**src/rtl/mux_unstriping_n.sv**
```systemverilog
// Round-robin unstriping mux: LANES input lanes, each with a DEPTH-entry FIFO,
// merged into one registered valid/ready word stream.
module mux_unstriping_n #(
    parameter int unsigned WIDTH = 32,
    parameter int unsigned LANES = 2,
    parameter int unsigned DEPTH = 4
) (
    input  logic                       clk_2f,
    input  logic                       reset_L,
    input  logic [LANES*WIDTH-1:0]     data_in,
    input  logic [LANES-1:0]           valid_in,
    input  logic [$clog2(LANES):0]     active_lanes,
    input  logic                       out_ready,
    output logic [WIDTH-1:0]           data_out,
    output logic                       valid_out,
    output logic [$clog2(LANES)-1:0]   lane_ptr,
    output logic [LANES-1:0]           full,
    output logic [LANES-1:0]           overflow
);

    localparam int unsigned PW = $clog2(LANES);
    localparam int unsigned NW = PW + 1;
    localparam int unsigned AW = $clog2(DEPTH);
    localparam int unsigned CW = $clog2(DEPTH + 1);

    logic [WIDTH-1:0] mem_q    [LANES][DEPTH];
    logic [AW-1:0]    wr_ptr_q [LANES];
    logic [AW-1:0]    rd_ptr_q [LANES];
    logic [CW-1:0]    cnt_q    [LANES];
    logic [LANES-1:0] overflow_q;

    logic [WIDTH-1:0] data_out_q, data_out_d;
    logic             valid_out_q, valid_out_d;
    logic [PW-1:0]    lane_ptr_q, lane_ptr_d;
    logic [NW-1:0]    n_eff_q, n_eff_d;

    logic [NW-1:0]    n_req;
    logic             load;
    logic             all_empty;
    logic             reload;
    logic             any_pop;
    logic             ptr_wrap;
    logic [LANES-1:0] push;
    logic [LANES-1:0] pop;
    logic [WIDTH-1:0] head;

    always_comb begin
        n_req     = ((active_lanes == '0) || (active_lanes > NW'(LANES))) ? NW'(LANES) : active_lanes;
        load      = !valid_out_q || out_ready;
        all_empty = 1'b1;
        for (int unsigned k = 0; k < LANES; k++) begin
            // full is taken before any pop, so a push into a full FIFO is dropped
            full[k]   = (cnt_q[k] == CW'(DEPTH));
            push[k]   = valid_in[k] && !full[k];
            pop[k]    = load && (lane_ptr_q == PW'(k)) && (cnt_q[k] != '0);
            all_empty = all_empty && (cnt_q[k] == '0);
        end
        any_pop  = |pop;
        head     = mem_q[lane_ptr_q][rd_ptr_q[lane_ptr_q]];
        ptr_wrap = ((NW'(lane_ptr_q) + NW'(1)) == n_eff_q);
        reload   = all_empty && load && (n_req != n_eff_q);
    end

    always_comb begin
        data_out_d  = data_out_q;
        valid_out_d = valid_out_q;
        lane_ptr_d  = lane_ptr_q;
        n_eff_d     = n_eff_q;
        if (load) begin
            if (any_pop) begin
                data_out_d  = head;
                valid_out_d = 1'b1;
                lane_ptr_d  = ptr_wrap ? '0 : lane_ptr_q + PW'(1);
            end else begin
                valid_out_d = 1'b0;
            end
        end
        // reload only happens with every FIFO empty, so it never races a pop
        if (reload) begin
            n_eff_d    = n_req;
            lane_ptr_d = '0;
        end
    end

    always_ff @(posedge clk_2f) begin
        if (!reset_L) begin
            data_out_q  <= '0;
            valid_out_q <= 1'b0;
            lane_ptr_q  <= '0;
            n_eff_q     <= n_req;
            overflow_q  <= '0;
            for (int unsigned k = 0; k < LANES; k++) begin
                wr_ptr_q[k] <= '0;
                rd_ptr_q[k] <= '0;
                cnt_q[k]    <= '0;
            end
        end else begin
            data_out_q  <= data_out_d;
            valid_out_q <= valid_out_d;
            lane_ptr_q  <= lane_ptr_d;
            n_eff_q     <= n_eff_d;
            for (int unsigned k = 0; k < LANES; k++) begin
                if (valid_in[k] && full[k]) overflow_q[k] <= 1'b1;
                if (push[k]) wr_ptr_q[k] <= wr_ptr_q[k] + AW'(1);
                if (pop[k])  rd_ptr_q[k] <= rd_ptr_q[k] + AW'(1);
                cnt_q[k] <= cnt_q[k] + CW'(push[k]) - CW'(pop[k]);
            end
        end
    end

    always_ff @(posedge clk_2f) begin
        for (int unsigned k = 0; k < LANES; k++) begin
            if (push[k]) mem_q[k][wr_ptr_q[k]] <= data_in[k*WIDTH +: WIDTH];
        end
    end

    assign data_out  = data_out_q;
    assign valid_out = valid_out_q;
    assign lane_ptr  = lane_ptr_q;
    assign overflow  = overflow_q;

endmodule

```
**config.mk**
```make
export PLATFORM = sky130hd
export DESIGN_NAME = mux_unstriping_n
export DESIGN_NICKNAME = d
export VERILOG_FILES = /design/src/rtl/mux_unstriping_n.sv
export SDC_FILE = /design/constraint.sdc
export NUM_CORES = 1
export LEC_CHECK = 0
export CAP_MARGIN = 15
export CORE_ASPECT_RATIO = 1.2
export CORE_MARGIN = 2
export CORE_UTILIZATION = 25
export CTS_CLUSTER_DIAMETER = 60
export CTS_CLUSTER_SIZE = 16
export DETAILED_ROUTE_END_ITERATION = 8
export MAX_ROUTING_LAYER = met4
export PLACE_DENSITY = 0.41
export SYNTH_ARGS = -nofsm -noshare
export SYNTH_HDL_FRONTEND = slang
export SYNTH_SLANG_ARGS = --single-unit
```
**constraint.sdc**
```tcl
create_clock -name clk_2f -period 5.21 [get_ports clk_2f]
set_clock_uncertainty 0.15 [all_clocks]
set_input_delay 1.042 -clock clk_2f [delete_from_list [all_inputs] [get_ports clk_2f]]
set_output_delay 1.042 -clock clk_2f [all_outputs]
set_load 0.01 [all_outputs]
```
==> results of run 1 <==
## layer usage
metal  global-route usage (%)  share of wire, %
met5                        -                 0
met4                     3.50               1.9
met3                     1.61               3.5
met2                     22.7                51
met1                     16.0                44
## state kept, by name (all words and copies together), names as in the netlist, named ones only
register	count
mem_q	256
data_out	32
cnt_q	6
rd_ptr_q	4
wr_ptr_q	4
n_eff_q	2
overflow	2
lane_ptr	1
valid_out	1
## where the power goes
part / total (mW) / switching, mW / internal (mW)
clock network: 2.19 / 0.955 / 1.24
registers: 3.29 / 0.182 / 3.11
logic: 2.38 / 1.40 / 0.982
total: 7.87 / 2.54 / 5.33
## worst reg2reg max path: stages (launching register included)
cell     delay, ps
dfxtp_1        440
nor3_2         110
nor3b_4        690
ha_1           370
inv_1           50
ha_1           130
inv_1           50
fa_1           370
xnor2_1        150
xnor2_1        120
and2_1         150
## cells by family (layout without fill, tap and decap cells)
logic type / Yosys count / in the layout / share of synthesized area [%]
fa+ha+maj: 14 / 14 / 1.60
compound gates: 114 / 114 / 7.01
buf+inv: 56 / 183 / 2.25
mux: 107 / 107 / 9.03
xor+xnor: 6 / 6 / 0.443
simple gates: 96 / 96 / 5.09
flops: 309 / 309 / 74.6
## cell usage after synthesis (all sizes together)
cell	n	area share, %
nor2	10	0.38
xnor2	6	0.44
and2	13	0.69
nand2	5	0.16
o22ai	75	4.0
nand3	1	0.15
nor3b	3	0.28
o31ai	1	0.063
nand2b	11	0.64
nor3	12	0.55
clkbuf	21	0.67
a21boi	1	0.063
buf	21	1.1
a22oi	1	0.063
edfxtp	266	67
nor2b	6	0.32
dfxtp	43	7.3
or3	33	1.8
o21ai	2	0.084
inv	14	0.49
mux2i	107	9.0
o311a	32	2.7
fa	2	0.34
or2	2	0.11
ha	12	1.3
a21oi	2	0.084
## final cells by class
cell class / instances / share of cell area, %
clock buffer: 32 / 5.06
clock inverter: 20 / 1.65
inverter: 14 / 0.395
multi-input combinational: 337 / 19.0
sequential: 309 / 60.7
tap: 623 / 5.35
timing repair buffer: 117 / 7.85
## metrics by stage
step | worst slack [ps] | hold slack (ps) | total power [mW] | utilization (%)
2_1_floorplan | 2000 | 374 | 4.83 | -
6_report | 1750 | 339 | 7.87 | 31.1
4_1_cts | 1780 | 347 | 8.02 | 31.1
3_3_place_gp | 1230 | 329 | 5.78 | 29.0
5_1_grt | 1640 | 393 | 8.30 | 31.1
3_5_place_dp | 1190 | 330 | 5.80 | 29.0
## path summary, 6_finish.rpt
check,from,end,slack (ps),depth (start not counted)
hold / removal,overflow[1],overflow[1],340,2
setup reg to reg,cnt_q[0][1],cnt_q[0][2],2330,10
setup / recovery,out_ready,cnt_q[0][2],1750,11
hold reg to reg,overflow[1],overflow[1],340,2
## layout by cell type (no fill, tap or decap), types with 8 or more instances in the layout
cell,instances
ha_1,12
inv_1,13
mux2i_1,107
o22ai_1,75
edfxtp_1,266
or3_1,28
dfxtp_1,43
and2_2,8
clkbuf_16,29
clkdlybuf4s50_1,107
nor3_1,11
nor2_1,9
o311a_1,32
nand2b_1,9
buf_4,9
==> impl_metrics.yaml, run 1 <==
outcome:
  status: "finished, final reports clean"
cts:
  cts_tree: "yes"
  clk_pin_slew_ps: 70
  cts_sinks: 309
  post_cts_buffers: 0
  cts_made_buffers: 29
  cts_buffer_depth: 3
  post_cts_resized: 0
  cts_hold_buf: 0
  clock-root-buffer: "clkbuf_16"
  htreeDepth: 1
  clkLatencyLatePin_ps: 560
route:
  vias: 6446
  ant_nets: 0
  routed_wl_mm: 31.4
  drt_iter0_drc: 343
  routedWlPerCell_um: 21.6
  drc_errors: 0
  vias_per_cell: 4.44
  dr.pass1.iters: 4
power:
  vdd_drop_max_uv: 237
  power_leakage_nw: 4.91
  power_density_nw_per_um2: 540
place:
  portBuffers: 108
  post_dp_cell_area_um2: 13600
  hpwl_mm: 18.5
  place_inst: 1400
  gp_congestion: 0.701
timing:
  maxSlewViolCount: 0
  post-route-period-util_pct: 66.4
  finalSetupTns_ps: 0
  finalSetupViolCount: 0
  max_slew_margin_pct: 24.2
  period_needed_ps: 3460
  max_slew.worst_pin.slew_ps: 1140
  finalHoldViolations: 0
  rsz0062_at_grt: "false"
  fmax_mhz: 289
min_path:
  hold_path.class: "register to register"
worst_setup_path:
  path_delay_family: "simple AND/OR/NAND/NOR gates"
  critical_path_buf_inv_count: 3
  cp_slowest_cell: "nor3b_4"
  required_ps: 5510
  crit_arrival_ps: 3760
  worstPathCellList: "clkdlybuf4s50_1 -> nand2b_4 -> nor3b_4 -> ha_1 -> inv_1 -> ha_1 -> inv_1 -> fa_1 -> xnor2_1 -> xnor2_1 -> and2_1"
  endpoint_kind: "register"
  path_class: "input port to register"
  path_max_fanout: 14
  max_stage_delay_ps: 700
  start_kind: "input port"
cells_and_area:
  final_cells: 1452
  seq_area_um2: 8850
  finalInstanceArea_um2: 14600
  fillers: 4587
  area_growth_syn_to_layout_pct: 22.8
  multi_input_comb_area_um2: 2760
  drive_gt1_share_pct: 9.65
  finalNetCount: 893
  antenna_cells: 0
floorplanning:
  die_area_um2: 49200
  die_h_um: 243
  placementRows: 87
  core_area_um2: 46900
  die_w_um: 203
  start_util_pct: 25.3
  ios: 109
synth:
  synth.distinct_cells: 37
  syn-num-nets: 787
  synthCells: 702
  ys_ff_latch: 309
  synth-seq-area-share_pct: 74.6
  avgSynthCellArea_um2: 16.9
  syn_area_um2: 11900
  ys_warn_count: 0
global_route:
  grt_pass1_vias: 6733
  grt_start_max_net_pins: 55
  grt-ovfl-total: 0
  grt_pass1_wl_mm: 45.3
  antenna_found_initial: 0
  grt_usage_pct: 13.1
flow_run:
  maxCapViolations: 0
No activity file was read; power rests on OpenSTA's default activity.
==> run 2: changes to the inputs <==
clock period = 3.2 ns   (was 5.21 ns; I/O delays follow)
==> run 2 against run 1 <==
Effect of this change: global-route usage rose by 0.24 points; utilization rose by 0.47 points; cell area up 1.5%; clock-buffer cell count grew 5; critical path depth is 9 lower; via count grew 1.5%; highest routed layer unchanged; combinational power rose by 69%; die area unchanged; flip-flop and latch count unchanged; setup slack lost 1300 ps; largest cell class unchanged.
==> impl_metrics.yaml, run 2 (same netlist as run 1, synthesis figures left out) <==
outcome:
  status: "finished, final reports clean"
cts:
  clkLatencyLatePin_ps: 560
  cts_sinks: 309
  cts_buffer_depth: 3
  post_cts_resized: 0
  cts_hold_buf: 0
  cts_made_buffers: 29
  clk_pin_slew_ps: 70
  htreeDepth: 1
  clock-root-buffer: "clkbuf_16"
  cts_tree: "yes"
  post_cts_buffers: 0
timing:
  finalSetupViolCount: 0
  finalHoldViolations: 0
  post-route-period-util_pct: 87.2
  rsz0062_at_grt: "false"
  maxSlewViolCount: 0
  finalSetupTns_ps: 0
  fmax_mhz: 358
  max_slew.worst_pin.slew_ps: 671
  fin_ws_ps: 408
  max_slew_margin_pct: 55.2
  period_needed_ps: 2790
route:
  vias: 6543
  drc_errors: 0
  routed_wl_mm: 32.4
  routedWlPerCell_um: 21.9
  vias_per_cell: 4.43
  drt_iter0_drc: 277
  ant_nets: 0
  dr.pass1.iters: 4
min_path:
  hold_path.class: "register to register"
worst_setup_path:
  path_class: "register to output pin"
  start_kind: "register"
  crit_arrival_ps: 2000
  required_ps: 2410
  endpoint_kind: "output pin"
  path_max_fanout: 3
floorplanning:
  die_w_um: 203
  placementRows: 87
  die_area_um2: 49200
  core_area_um2: 46900
  die_h_um: 243
  start_util_pct: 25.3
  ios: 109
power:
  power_density_nw_per_um2: 864
  vdd_drop_max_uv: 404
  power_leakage_nw: 5.02
cells_and_area:
  layout_common_cells: "edfxtp_1 (266), mux2i_1 (107), clkdlybuf4s50_1 (107)"
  drive_gt1_share_pct: 11.7
  finalInstanceArea_um2: 14800
  final_common_cell: "edfxtp_1"
  finalNetCount: 916
  area_growth_syn_to_layout_pct: 24.7
  largest_reg_flops: 256
global_route:
  grt_pass1_vias: 6734
  grt-ovfl-total: 0
  grt_pass1_wl_mm: 46.3
  antenna_found_initial: 1
  grt_usage_pct: 13.3
  grt_start_max_net_pins: 54
place:
  portBuffers: 108
  place_ws_ps: 176
  gp_congestion: 0.693
  hpwl_mm: 20.2
  post_dp_cell_area_um2: 13900
flow_run:
  maxCapViolations: 0
run 2: cell types whose count changed in the layout (fill, tap and decap cells not counted), sizes merged:
cell | before | now
clkinv | 6 | 5
buf | 10 | 33
bufinv | 4 | 1
diode | 0 | 1
clkbuf | 32 | 37
run 2: routing by layer:
| layer | track usage [%] | part of all wire [%] |
|---|---|---|
| met1 | 16.3 | 43 |
| met2 | 23.4 | 52 |
| met3 | 1.69 | 3.5 |
| met4 | 3.13 | 1.6 |
| met5 | - | 0 |
run 2: critical path, stage by stage, from the launching register on:
cell and delay, ps:
dfxtp_1 370, nor3b_1 450, clkdlybuf4s50_1 630
run 2: worst paths after layout:
check               from     endpoint  slack (ps)  cells past startpoint
min          overflow[0]  overflow[0]         340                      2
min reg2reg  overflow[0]  overflow[0]         340                      2
max          cnt_q[0][5]      full[1]         410                      2
max reg2reg  cnt_q[0][4]  cnt_q[0][5]         740                     11
run 2: layout make-up:
cell class / count / area (um^2)
Clock buffer: 37 / 756
Clock inverter: 16 / 168
Fill cell: 4565 / 32100
Sequential cell: 309 / 8850
Antenna cell: 1 / 2.50
Inverter: 14 / 57.6
Timing Repair Buffer: 140 / 1420
Tap cell: 623 / 779
Multi-Input combinational cell: 337 / 2760
run 2: power by group:
group | total, mW | internal (mW) | switching [mW] | leakage (nW)
clock network | 3.39 | 1.80 | 1.59 | 0.436
logic | 4.03 | 1.70 | 2.32 | 1.78
registers | 5.36 | 5.05 | 0.310 | 2.81
run 2: metrics by stage:
| step | utilization, % | instances | hold slack [ps] | power (mW) |
|---|---|---|---|---|
| CTS | 31.5 | 1476 | 350 | 13.0 |
| finish | 31.5 | 1477 | 342 | 12.8 |
| detailed placement | 29.6 | 1423 | 332 | 9.58 |
| global placement | 29.6 | 1423 | 326 | 9.54 |
| global route | 31.5 | 1477 | 396 | 13.4 |
| floorplan | - | 702 | 374 | 7.87 |
==> RTL change: new RTL, flow settings as in run 1 <==
Register the output `overflow` once more; this adds one clock of latency there. The other outputs are not delayed to match.
--- a/src/rtl/mux_unstriping_n.sv
+++ b/src/rtl/mux_unstriping_n.sv
@@ -117,7 +117,9 @@
     assign data_out  = data_out_q;
     assign valid_out = valid_out_q;
     assign lane_ptr  = lane_ptr_q;
-    assign overflow  = overflow_q;
+    always_ff @(posedge clk_2f) begin
+        overflow <= overflow_q;
+    end
 
 endmodule
 
Function: changed (a bounded check fails within 10 cycles, from zero or initial values and one cycle with reset_L low).
==> RTL change against run 1 <==
Sequential cell count up 2; total power down 0.95%; critical endpoint is now full[0]; worst setup slack better by 0.30 ns; final cell count up 0.21%; maximum frequency up 9.4%; synthesized area unchanged; wire length up 3.0%; final area down 0.22%; largest power group unchanged; critical path type is now reg2out.
==> RTL change: results <==
set metrics [dict create \
    netlist_area_um2 11870 \
    synthTopCellsByArea "edfxtp_1, mux2i_1, dfxtp_1" \
    netlist_top_cells_count "edfxtp_1, mux2i_1, o22ai_1, dfxtp_1" \
    crit_path_max_fanout 4 \
    wl_met3_um 1341 \
    fin_cells 1455 \
    synth_fa_ha_area_share_pct 1.497 \
    grt_pass1_wl_um 46210 \
    gp_congestion 0.6845 \
    cts_made_buffers 28 \
    leakage_nw 4.906 \
    pwr-share-comb_pct 30.6 \
    dpl.cell_count 1404 \
    cp_slowest_cell "clkdlybuf4s50_1" \
    grtUsageMet2_pct 22.08 \
    ys_seq_area_share_pct 74.91 \
    wl_um 32370 \
    crit_arrival_ns 1.97 \
    syn_avg_cell_area_um2 16.85 \
    powerSeq_mw 3.34 \
    routed-wl-met2_um 15870 \
    grt_max_degree 36 \
    hold_path_class "reg2reg" \
    via_per_inst 4.467 \
    yosys-mux-area-fraction_pct 8.858 \
    synth-edff-count 266 \
    final_layout_size_suffix_gt1_share_pct 8.774 \
    power.switching_mw 2.583 \
    peakVddDrop_v 0.0002962 \
    met1Wirelength_um 14440 \
    crit_path_max_incr_delay_ns 0.62 \
    use_met3_pct 1.839 \
    worst_pin_slew_ns 1.117 \
    track_usage_pct 13.31 \
    cp_top_family "buffers and inverters" \
    synth_cell_types 35 \
    seqPwrFrac_pct 42.8 \
    synth_compound_area_share_pct 7.129 \
    gr-usage-met1_pct 17.08 \
    synthesis.nets 788 \
    finalNetCount 896 \
    post-dp-hpwl_um 18740 \
    grt_pass1_vias 6817 \
    outcome "finished, final reports clean" \
]
==> RTL change: worst paths after layout <==
check,from,to,slack (ns),cells past startpoint
setup reg to reg,rd_ptr_q[0][0],data_out[10],2.48,5
hold reg to reg,overflow_q[1],overflow[1],0.20,0
hold / removal,overflow_q[1],overflow[1],0.20,0
setup / recovery,cnt_q[0][1],full[0],2.05,2
==> RTL change: cell type report <==
class,count,area (um^2)
Clock buffer,37,765.7
Sequential cell,311,8889
Multi-Input combinational cell,340,2745
Fill cell,4574,32380
Inverter,11,41.29
Tap cell,623,779.5
Timing Repair Buffer,120,1179
Clock inverter,13,137.6
==> RTL change: metrics by stage <==
stage          area, um^2  worst slack (ns)
2_1_floorplan       11870             1.944
3_3_place_gp        13610             1.579
3_5_place_dp        13610             1.593
4_1_cts             14520             1.946
5_1_grt             14540             1.896
6_report            14540             2.047
